===== config.mk =====
export PLATFORM = sky130hd
export DESIGN_NAME = gcd_lcm_unit
export DESIGN_NICKNAME = d
export VERILOG_FILES = /design/src/rtl/gcd_lcm_unit.sv
export SDC_FILE = /design/constraint.sdc
export NUM_CORES = 1
export LEC_CHECK = 0
export CORE_ASPECT_RATIO = 1.25
export CORE_UTILIZATION = 40
export DETAILED_ROUTE_END_ITERATION = 12
export PLACE_DENSITY = 0.65
export SYNTH_ARGS = -nofsm -noshare
export SYNTH_HDL_FRONTEND = slang
export SYNTH_SLANG_ARGS = --single-unit

===== constraint.sdc =====
create_clock -name clk -period 3.79 [get_ports clk]
set_input_delay 0.758 -clock clk [delete_from_list [all_inputs] [get_ports clk]]
set_output_delay 0.758 -clock clk [all_outputs]
set_load 0.01 [all_outputs]

===== src/rtl/gcd_lcm_unit.sv =====
// Iterative GCD / LCM unit: subtract-based GCD and add-based LCM, one step per cycle.
// Optional watchdog on the step count, enabled by defining GCDLCM_WATCHDOG_EN.
module gcd_lcm_unit #(
  parameter int WIDTH    = 32,
  parameter int MAX_ITER = 65535
) (
  input  logic             clk,
  input  logic             reset,
  input  logic             start,
  input  logic [WIDTH-1:0] data_in,
  input  logic             op_sel,
  output logic             busy,
  output logic             done,
  output logic [WIDTH-1:0] ans_data,
  output logic             ovf
);

  typedef enum logic [1:0] {
    IDLE   = 2'd0,
    WAIT_B = 2'd1,
    CALC   = 2'd2,
    DONE   = 2'd3
  } state_t;

  state_t           state;
  logic [WIDTH-1:0] a_reg;
  logic [WIDTH-1:0] b_reg;
  logic [WIDTH-1:0] x;
  logic [WIDTH-1:0] y;
  logic             op;

  // One extra bit on the LCM sums exposes the carry-out used for overflow
  logic [WIDTH:0]   sum_x;
  logic [WIDTH:0]   sum_y;

  assign sum_x = {1'b0, x} + {1'b0, a_reg};
  assign sum_y = {1'b0, y} + {1'b0, b_reg};

`ifdef GCDLCM_WATCHDOG_EN
  localparam int CW = $clog2(MAX_ITER + 1);
  logic [CW-1:0] steps;
  logic          limit_hit;

  assign limit_hit = (steps == CW'(MAX_ITER));
`endif

  // Termination decision for the current CALC cycle
  logic             calc_finish;
  logic [WIDTH-1:0] calc_ans;
  logic             calc_ovf;

  always_comb begin
    calc_finish = 1'b0;
    calc_ans    = '0;
    calc_ovf    = 1'b0;
    if (a_reg == '0 || b_reg == '0) begin
      calc_finish = 1'b1;
      calc_ans    = op ? '0 : (a_reg | b_reg);
    end else if (x == y) begin
      calc_finish = 1'b1;
      calc_ans    = x;
`ifdef GCDLCM_WATCHDOG_EN
    end else if (limit_hit) begin
      calc_finish = 1'b1;
      calc_ovf    = 1'b1;
`endif
    end else if (op) begin
      if (x < y) begin
        calc_finish = sum_x[WIDTH];
      end else begin
        calc_finish = sum_y[WIDTH];
      end
      calc_ovf = calc_finish;
    end
  end

  always_ff @(posedge clk) begin
    if (reset) begin
      state    <= IDLE;
      busy     <= 1'b0;
      done     <= 1'b0;
      ovf      <= 1'b0;
      ans_data <= '0;
      a_reg    <= '0;
      b_reg    <= '0;
      x        <= '0;
      y        <= '0;
      op       <= 1'b0;
`ifdef GCDLCM_WATCHDOG_EN
      steps    <= '0;
`endif
    end else begin
      case (state)
        IDLE: begin
          done <= 1'b0;
          if (start) begin
            a_reg <= data_in;
            busy  <= 1'b1;
            state <= WAIT_B;
          end
        end

        WAIT_B: begin
          if (start) begin
            b_reg <= data_in;
            op    <= op_sel;
            x     <= a_reg;
            y     <= data_in;
`ifdef GCDLCM_WATCHDOG_EN
            steps <= '0;
`endif
            state <= CALC;
          end
        end

        CALC: begin
          if (calc_finish) begin
            ans_data <= calc_ans;
            ovf      <= calc_ovf;
            done     <= 1'b1;
            busy     <= 1'b0;
            state    <= DONE;
          end else begin
            if (!op) begin
              if (x > y) begin
                x <= x - y;
              end else begin
                y <= y - x;
              end
            end else begin
              if (x < y) begin
                x <= sum_x[WIDTH-1:0];
              end else begin
                y <= sum_y[WIDTH-1:0];
              end
            end
`ifdef GCDLCM_WATCHDOG_EN
            steps <= steps + 1'b1;
`endif
          end
        end

        DONE: begin
          done <= 1'b0;
          if (start) begin
            a_reg <= data_in;
            busy  <= 1'b1;
            state <= WAIT_B;
          end else begin
            state <= IDLE;
          end
        end

        default: begin
          state <= IDLE;
          busy  <= 1'b0;
          done  <= 1'b0;
        end
      endcase
    end
  end

endmodule


==> impl_metrics.csv, run 1 <==
group,metric,value,unit
layout,drive_above_1_share,0.0966,
clock_network,worstSkewPairLatency,0.48,ns
yosys,ys_ff_latch,166,
power,leakage,6.86,nW
timing,final-hold-violation-count,0,
detailed_routing,drc,2,
power,p_sw_frac,0.523,
floorplan,row_count,77,
layout,final_common_cell,"nand2_1",
floorplan,die_w,171,µm
power,vdd_ir_drop_max,0.506,mV
hold_path,hold_class,"flip-flop to flip-flop",
run_status,violations,"design-rule violations",
detailed_routing,wire_per_inst,22.4,µm
detailed_routing,routed_wl,57300,µm
setup_path,crit_fanout,20,
timing,fmax,277,MHz
timing,setup_ws,0.178,ns
layout,syn2layout_area_growth,17.5,%
placed_design,io_buffers,70,
setup_path,path_class,"flip-flop to flip-flop",
global_routing,antenna_found_initial,1,
floorplan,die_area,0.0365,mm²
timing,finalSetupViolCount,0,
timing,fin_crit,3.61,ns
detailed_routing,firstDrtPassIters,10,
clock_network,numCtsBuffers,17,
yosys,synth-edff-count,0,
floorplan,core,0.0353,mm²
timing,rsz0062_at_grt,"false",
yosys,postSynthCellCount,1972,
power,p_clk_frac,0.123,
floorplan,ios,71,
yosys,ys_async_sr_fraction,0,
yosys,synth_area_per_cell,7.26,µm²
clock_network,cts_tree,"built",
detailed_routing,via_per_inst,6.13,
yosys,synth.area.top_cells,"dfxtp_1 (23%), ha_1 (12%), a21oi_1 (8.7%)",
power,p_int,7.59,mW
detailed_routing,ant_nets,0,
power,p_per_area,947,mW/mm²
timing,maxSlewViolCount,0,
global_routing,gr-total-overflow,0,
global_routing,first_global_vias,14984,
flow_run,cap_violations,0,
yosys,seq_area_frac_synth,0.232,
yosys,yosysUniqueCellTypes,78,
setup_path,worstPathArrival,3.98,ns
clock_network,hold_buffers,0,
detailed_routing,vias,15664,
layout,nNetsFinal,2240,
placed_design,placed_area,0.0161,mm²
layout,mostFrequentLayoutCells,"nand2_1 (296), a21oi_1 (247), dfxtp_1 (164)",
yosys,syn-num-nets,2145,
layout,design_area,0.0168,mm²
power,p_seq_frac,0.163,
yosys,synthFlopType,"dfxtp_1",
clock_network,cts_root_buffer,"clkbuf_16",
setup_path,critPathLaunchType,"flip-flop",
placed_design,dpl_worst_slack,0.0819,ns
timing,tns,0,ns
run_status,outcome,"finished with violations",
setup_path,worstPathRequired,4.15,ns
setup_path,cp-end-kind,"flip-flop",
clock_network,h-tree-depth,4,
floorplan,die_h,213,µm
yosys,synth_warnings,0,
placed_design,gp_congestion,1.00,
placed_design,hpwl,44400,µm
detailed_routing,drtIter0Drc,1253,
timing,post-route-period-util,0.953,
global_routing,grt_first_pass_wirelength,85600,µm
timing,max_slew_margin,0.459,
power,power_frac_comb,0.714,
timing,tightest_slew,0.802,ns
clock_network,clk_pin_slew,0.08,ns
power,switching_power,8.34,mW
layout,fillers,3628,
clock_network,clockBufferDepth,2,
yosys,syn-cell-area,0.0143,mm²
layout,diodes,0,
yosys,synth_top_area_frac,0.232,
global_routing,grt_max_degree,153,
clock_network,cts_sinks,166,
timing,skew,0.0203,ns
floorplan,start_util,0.406,
yosys,yosys.area.top_type,"dfxtp_1",
global_routing,grt_usage,0.313,
[kinds of logic (layout without fill, tap and decap cells)]
group / count (synthesis) / after routing / synth area share
compound gates: 713 / 713 / 0.318
xor+xnor: 101 / 101 / 0.0618
fa+ha+maj: 137 / 137 / 0.122
buf+inv: 212 / 320 / 0.0617
flops: 166 / 166 / 0.232
mux: 11 / 11 / 0.00769
simple gates: 632 / 632 / 0.197
[final timing paths]
path                            start            to  slack [ns]  cells past startpoint
worst min-delay path             done          done        0.49                      2
worst max-delay path             x[0]  ans_data[27]        0.18                     15
worst max register to register   x[0]  ans_data[27]        0.18                     15
worst min register to register   done          done        0.49                      2
[power groups by stage]
stage	Clock [mW]	Sequential, mW	Combinational [mW]
finish	1.96	2.60	11.4
global route	2.04	2.63	12.3
global placement	0	2.62	11.0
CTS	1.96	2.58	11.2
floorplan	0	2.52	7.54
detailed placement	0	2.62	11.1
[Yosys cell counts (all sizes together) (10+ instances only)]
cell type	n
nor2	153
and3	15
o21a	19
a211oi	28
nand2b	10
a221oi	12
mux2i	11
buf	50
nor2b	14
xor2	43
nor4	17
o211ai	56
and2	13
xnor2	58
nand2	296
o22ai	10
inv	86
a21oi	251
a311oi	37
nand4	25
a31oi	20
dfxtp	166
clkbuf	75
o21ai	139
o21bai	19
nor3	17
nand3	41
a21o	52
ha	133
[timing repair]
action	4_1_cts	5_1_grt
resized for setup	0	7
endpoints found under the setup margin	0	47
buffers inserted	0	1
[layout make-up]
cell class | instances | area [µm²] | share of cell area
multi-input cells | 1594 | 10200 | 0.604
flip-flops and latches | 166 | 3330 | 0.198
repair buffers | 201 | 1760 | 0.104
well taps | 474 | 593 | 0.0353
clock buffers | 17 | 425 | 0.0253
inverters | 87 | 327 | 0.0194
clock inverters | 15 | 229 | 0.0136
[critical path, cell delays in order (launching register included)]
cell and delay, ns:
dfxtp_1 0.41, inv_1 0.07, ha_1 0.20, fa_1 0.39
nand2b_1 0.19, a21oi_2 0.20, o21bai_1 0.14, o21a_1 0.23
o211ai_1 0.33, and2_1 0.24, o211ai_1 0.10, buf_4 0.19
a21oi_4 0.18, buf_4 0.28, nor2_1 0.06, a311oi_1 0.29
[metrics by stage]
step	utilization	power (mW)	std cells	hold slack [ns]
final	0.477	15.9	2554	0.489
after CTS	0.476	15.7	2553	0.492
after global routing	0.477	17.0	2554	0.511
after global placement	0.457	13.6	2521	0.462
after floorplan	-	10.1	1972	0.463
after detailed placement	0.457	13.7	2521	0.480
[metal layers]
layer,vias up,wire length (µm),global-route usage
li1,7308,-,-
met1,7392,21100,0.334
met2,710,27400,0.542
met3,252,2970,0.0389
met4,2,5760,0.282
met5,-,10,0
Power figures use the tool's default switching activity.
==> run 2: changes to the inputs <==
--- a/config.mk
+++ b/config.mk
@@ -5,10 +5,11 @@
 export SDC_FILE = /design/constraint.sdc
 export NUM_CORES = 1
 export LEC_CHECK = 0
+export ABC_CLOCK_PERIOD_IN_PS = 3000
 export CORE_ASPECT_RATIO = 1.25
 export CORE_UTILIZATION = 40
 export DETAILED_ROUTE_END_ITERATION = 12
-export PLACE_DENSITY = 0.65
+export PLACE_DENSITY = 0.67
 export SYNTH_ARGS = -nofsm -noshare
 export SYNTH_HDL_FRONTEND = slang
 export SYNTH_SLANG_ARGS = --single-unit
==> constraint.sdc (replaced) <==
create_clock -name clk -period 3 [get_ports clk]
set_input_delay 0.6 -clock clk [delete_from_list [all_inputs] [get_ports clk]]
set_output_delay 0.6 -clock clk [all_outputs]
set_load 0.01 [all_outputs]
==> run 2 against run 1 <==
The flow finishes with violations (negative setup slack); die area did not move; combinational power rose by 89%; cell area rose by 25%; first-iteration DRC count rose by 32%; final cell count rose by 13%; fmax rose by 8.7%; flip-flop and latch count did not move; non-clock buffer count rose by 343.
==> impl_metrics.csv, run 2 (synthesis results as in run 1) <==
group,metric,value,unit
run_status,outcome,"finished with violations",
run_status,violations,"negative setup slack",
detailed_routing,wire_per_inst,22.9,µm
placed_design,hpwl,47500,µm
setup_path,cp-end-kind,"flip-flop",
setup_path,path_class,"flip-flop to flip-flop",
timing,fmax,301,MHz
layout,diodes,0,
setup_path,worstPathArrival,3.62,ns
floorplan,die_w,171,µm
global_routing,grt_max_degree,153,
floorplan,core,0.0353,mm²
clock_network,clk_pin_slew,0.08,ns
floorplan,die_h,213,µm
layout,mostFrequentLayoutCells,"buf_4 (422), nand2_1 (292), a21oi_1 (223)",
clock_network,cts_tree,"built",
global_routing,antenna_found_initial,0,
hold_path,whs_path_depth,2,
floorplan,die_area,0.0365,mm²
layout,nNetsFinal,2584,
floorplan,start_util,0.406,
placed_design,io_buffers,70,
layout,final_common_cell,"buf_4",
layout,seqCellArea,0.00337,mm²
layout,fillers,3223,
detailed_routing,wl_met2,30900,µm
flow_run,cap_violations,0,
detailed_routing,wl_met1,23600,µm
timing,fin_crit,3.32,ns
hold_path,hold_class,"flip-flop to flip-flop",
power,p_per_area,1300,mW/mm²
setup_path,worstPathRequired,3.30,ns
timing,skew,0.0136,ns
floorplan,row_count,77,
global_routing,gr-total-overflow,0,
detailed_routing,ant_nets,0,
setup_path,crit_slowest_cell,"or4_1",
global_routing,grt_usage,0.348,
placed_design,gp_congestion,1.01,
timing,setup_ws,-0.324,ns
detailed_routing,routed_wl,66300,µm
clock_network,numCtsBuffers,17,
global_routing,first_global_vias,17128,
detailed_routing,firstDrtPassIters,6,
clock_network,h-tree-depth,4,
floorplan,ios,71,
timing,final-hold-violation-count,0,
layout,drive_above_1_share,0.309,
setup_path,r2r-start,"y[28]",
clock_network,clockBufferDepth,2,
timing,max_slew_margin,0.390,
timing,hold_ws,0.477,ns
clock_network,worstSkewPairLatency,0.46,ns
placed_design,dpl_worst_slack,-0.339,ns
setup_path,critPathLaunchType,"flip-flop",
detailed_routing,drc,0,
clock_network,cts_root_buffer,"clkbuf_16",
timing,tns,-20.70,ns
setup_path,r2r_slack,-0.32,ns
detailed_routing,wl_met3,4250,µm
layout,multi_input_area,0.0113,mm²
power,leakage,8.99,nW
setup_path,regToRegEndpoint,"x[4]",
setup_path,endpoint,"x[4]",
setup_path,crit_start,"y[28]",
timing,tightest_slew,0.912,ns
timing,finalSetupViolCount,100,
detailed_routing,drtIter0Drc,1657,
setup_path,cp_slowest_stage_delay,0.57,ns
detailed_routing,via_per_inst,6.06,
setup_path,reg2reg_depth,13,
layout,syn2layout_area_growth,46.3,%
clock_network,cts_sinks,166,
setup_path,crit_fanout,5,
global_routing,grt_first_pass_wirelength,94800,µm
detailed_routing,routed.top_layer,"met4",
hold_path,hp-start,"busy",
timing,rsz0062_at_grt,"true",
timing,post-route-period-util,1.11,
timing,maxSlewViolCount,0,
detailed_routing,vias,17560,
power,vdd_ir_drop_max,0.707,mV
setup_path,path_cells,"inv_2 -> ha_4 -> nand4_1 -> or4_1 -> or4_4 -> nor2b_4 -> nor3b_4 -> a21boi_4 -> a211o_4 -> buf_4 -> buf_12 -> o211ai_1 -> a21oi_1",
==> run 2: cell types whose count changed in the layout (fill, tap and decap cells not counted), moves of 15 or more <==
cell	before	now
a21oi_1	247	223
a21oi_2	3	24
buf_4	126	422
buf_6	0	23
dfxtp_1	164	136
dfxtp_2	2	26
ha_1	132	117
nor2_1	152	127
o21ai_0	138	104
o21ai_1	1	23
==> run 2: layer usage <==
| layer | vias to the layer above | global-route usage |
|---|---|---|
| met5 | - | 0 |
| met4 | 0 | 0.332 |
| met3 | 390 | 0.0635 |
| met2 | 926 | 0.594 |
| met1 | 8236 | 0.358 |
| li1 | 8008 | - |
==> run 2: report_power, final <==
| group | leakage [nW] | total (mW) | switching, mW | internal [mW] |
|---|---|---|---|---|
| registers | 1.36 | 3.22 | 0.494 | 2.73 |
| clock network | 0.283 | 2.32 | 1.13 | 1.19 |
| logic | 7.34 | 21.6 | 11.3 | 10.4 |
==> run 2: timing repair <==
| action | in CTS | in global routing |
|---|---|---|
| hold buffers | 0 | 0 |
| setup buffers | 34 | 19 |
| cloned | 7 | 13 |
| pin swaps | 57 | 83 |
| resized for setup | 135 | 165 |
| setup endpoints to repair | 101 | 101 |
==> run 2: layout make-up <==
| type | instances | share of cell area |
|---|---|---|
| Multi-Input combinational cell | 1595 | 0.539 |
| Sequential cell | 166 | 0.161 |
| Tap cell | 474 | 0.0283 |
| Clock buffer | 18 | 0.0210 |
| Inverter | 87 | 0.0160 |
| Timing Repair Buffer | 544 | 0.228 |
| Clock inverter | 14 | 0.00675 |
==> run 2: worst min-delay path by stage <==
| stage | to | slack, ns |
|---|---|---|
| after floorplan | y[18] | 0.45 |
| after global placement | busy | 0.47 |
| after detailed placement | done | 0.47 |
| after CTS | busy | 0.47 |
| after global routing | busy | 0.50 |
| final | busy | 0.48 |
==> run 2: critical path, delay by kind of cell, from the launching register on <==
kind                       cells  cell delay, ns
and+or+nand+nor                5            1.50
adders and majority gates      1            0.26
DFF                            1            0.34
AOI/OAI and AO/OA              4            0.73
buffers and inverters          3            0.34
==> run 2: stage by stage <==
stage	area (µm²)	power, mW	cells	utilization
detailed placement	18400	20.1	2796	0.521
floorplan	14500	13.0	1972	-
global route	20900	28.6	2898	0.594
global placement	18400	20.0	2796	0.521
finish	20900	27.2	2898	0.594
CTS	19800	24.4	2867	0.562
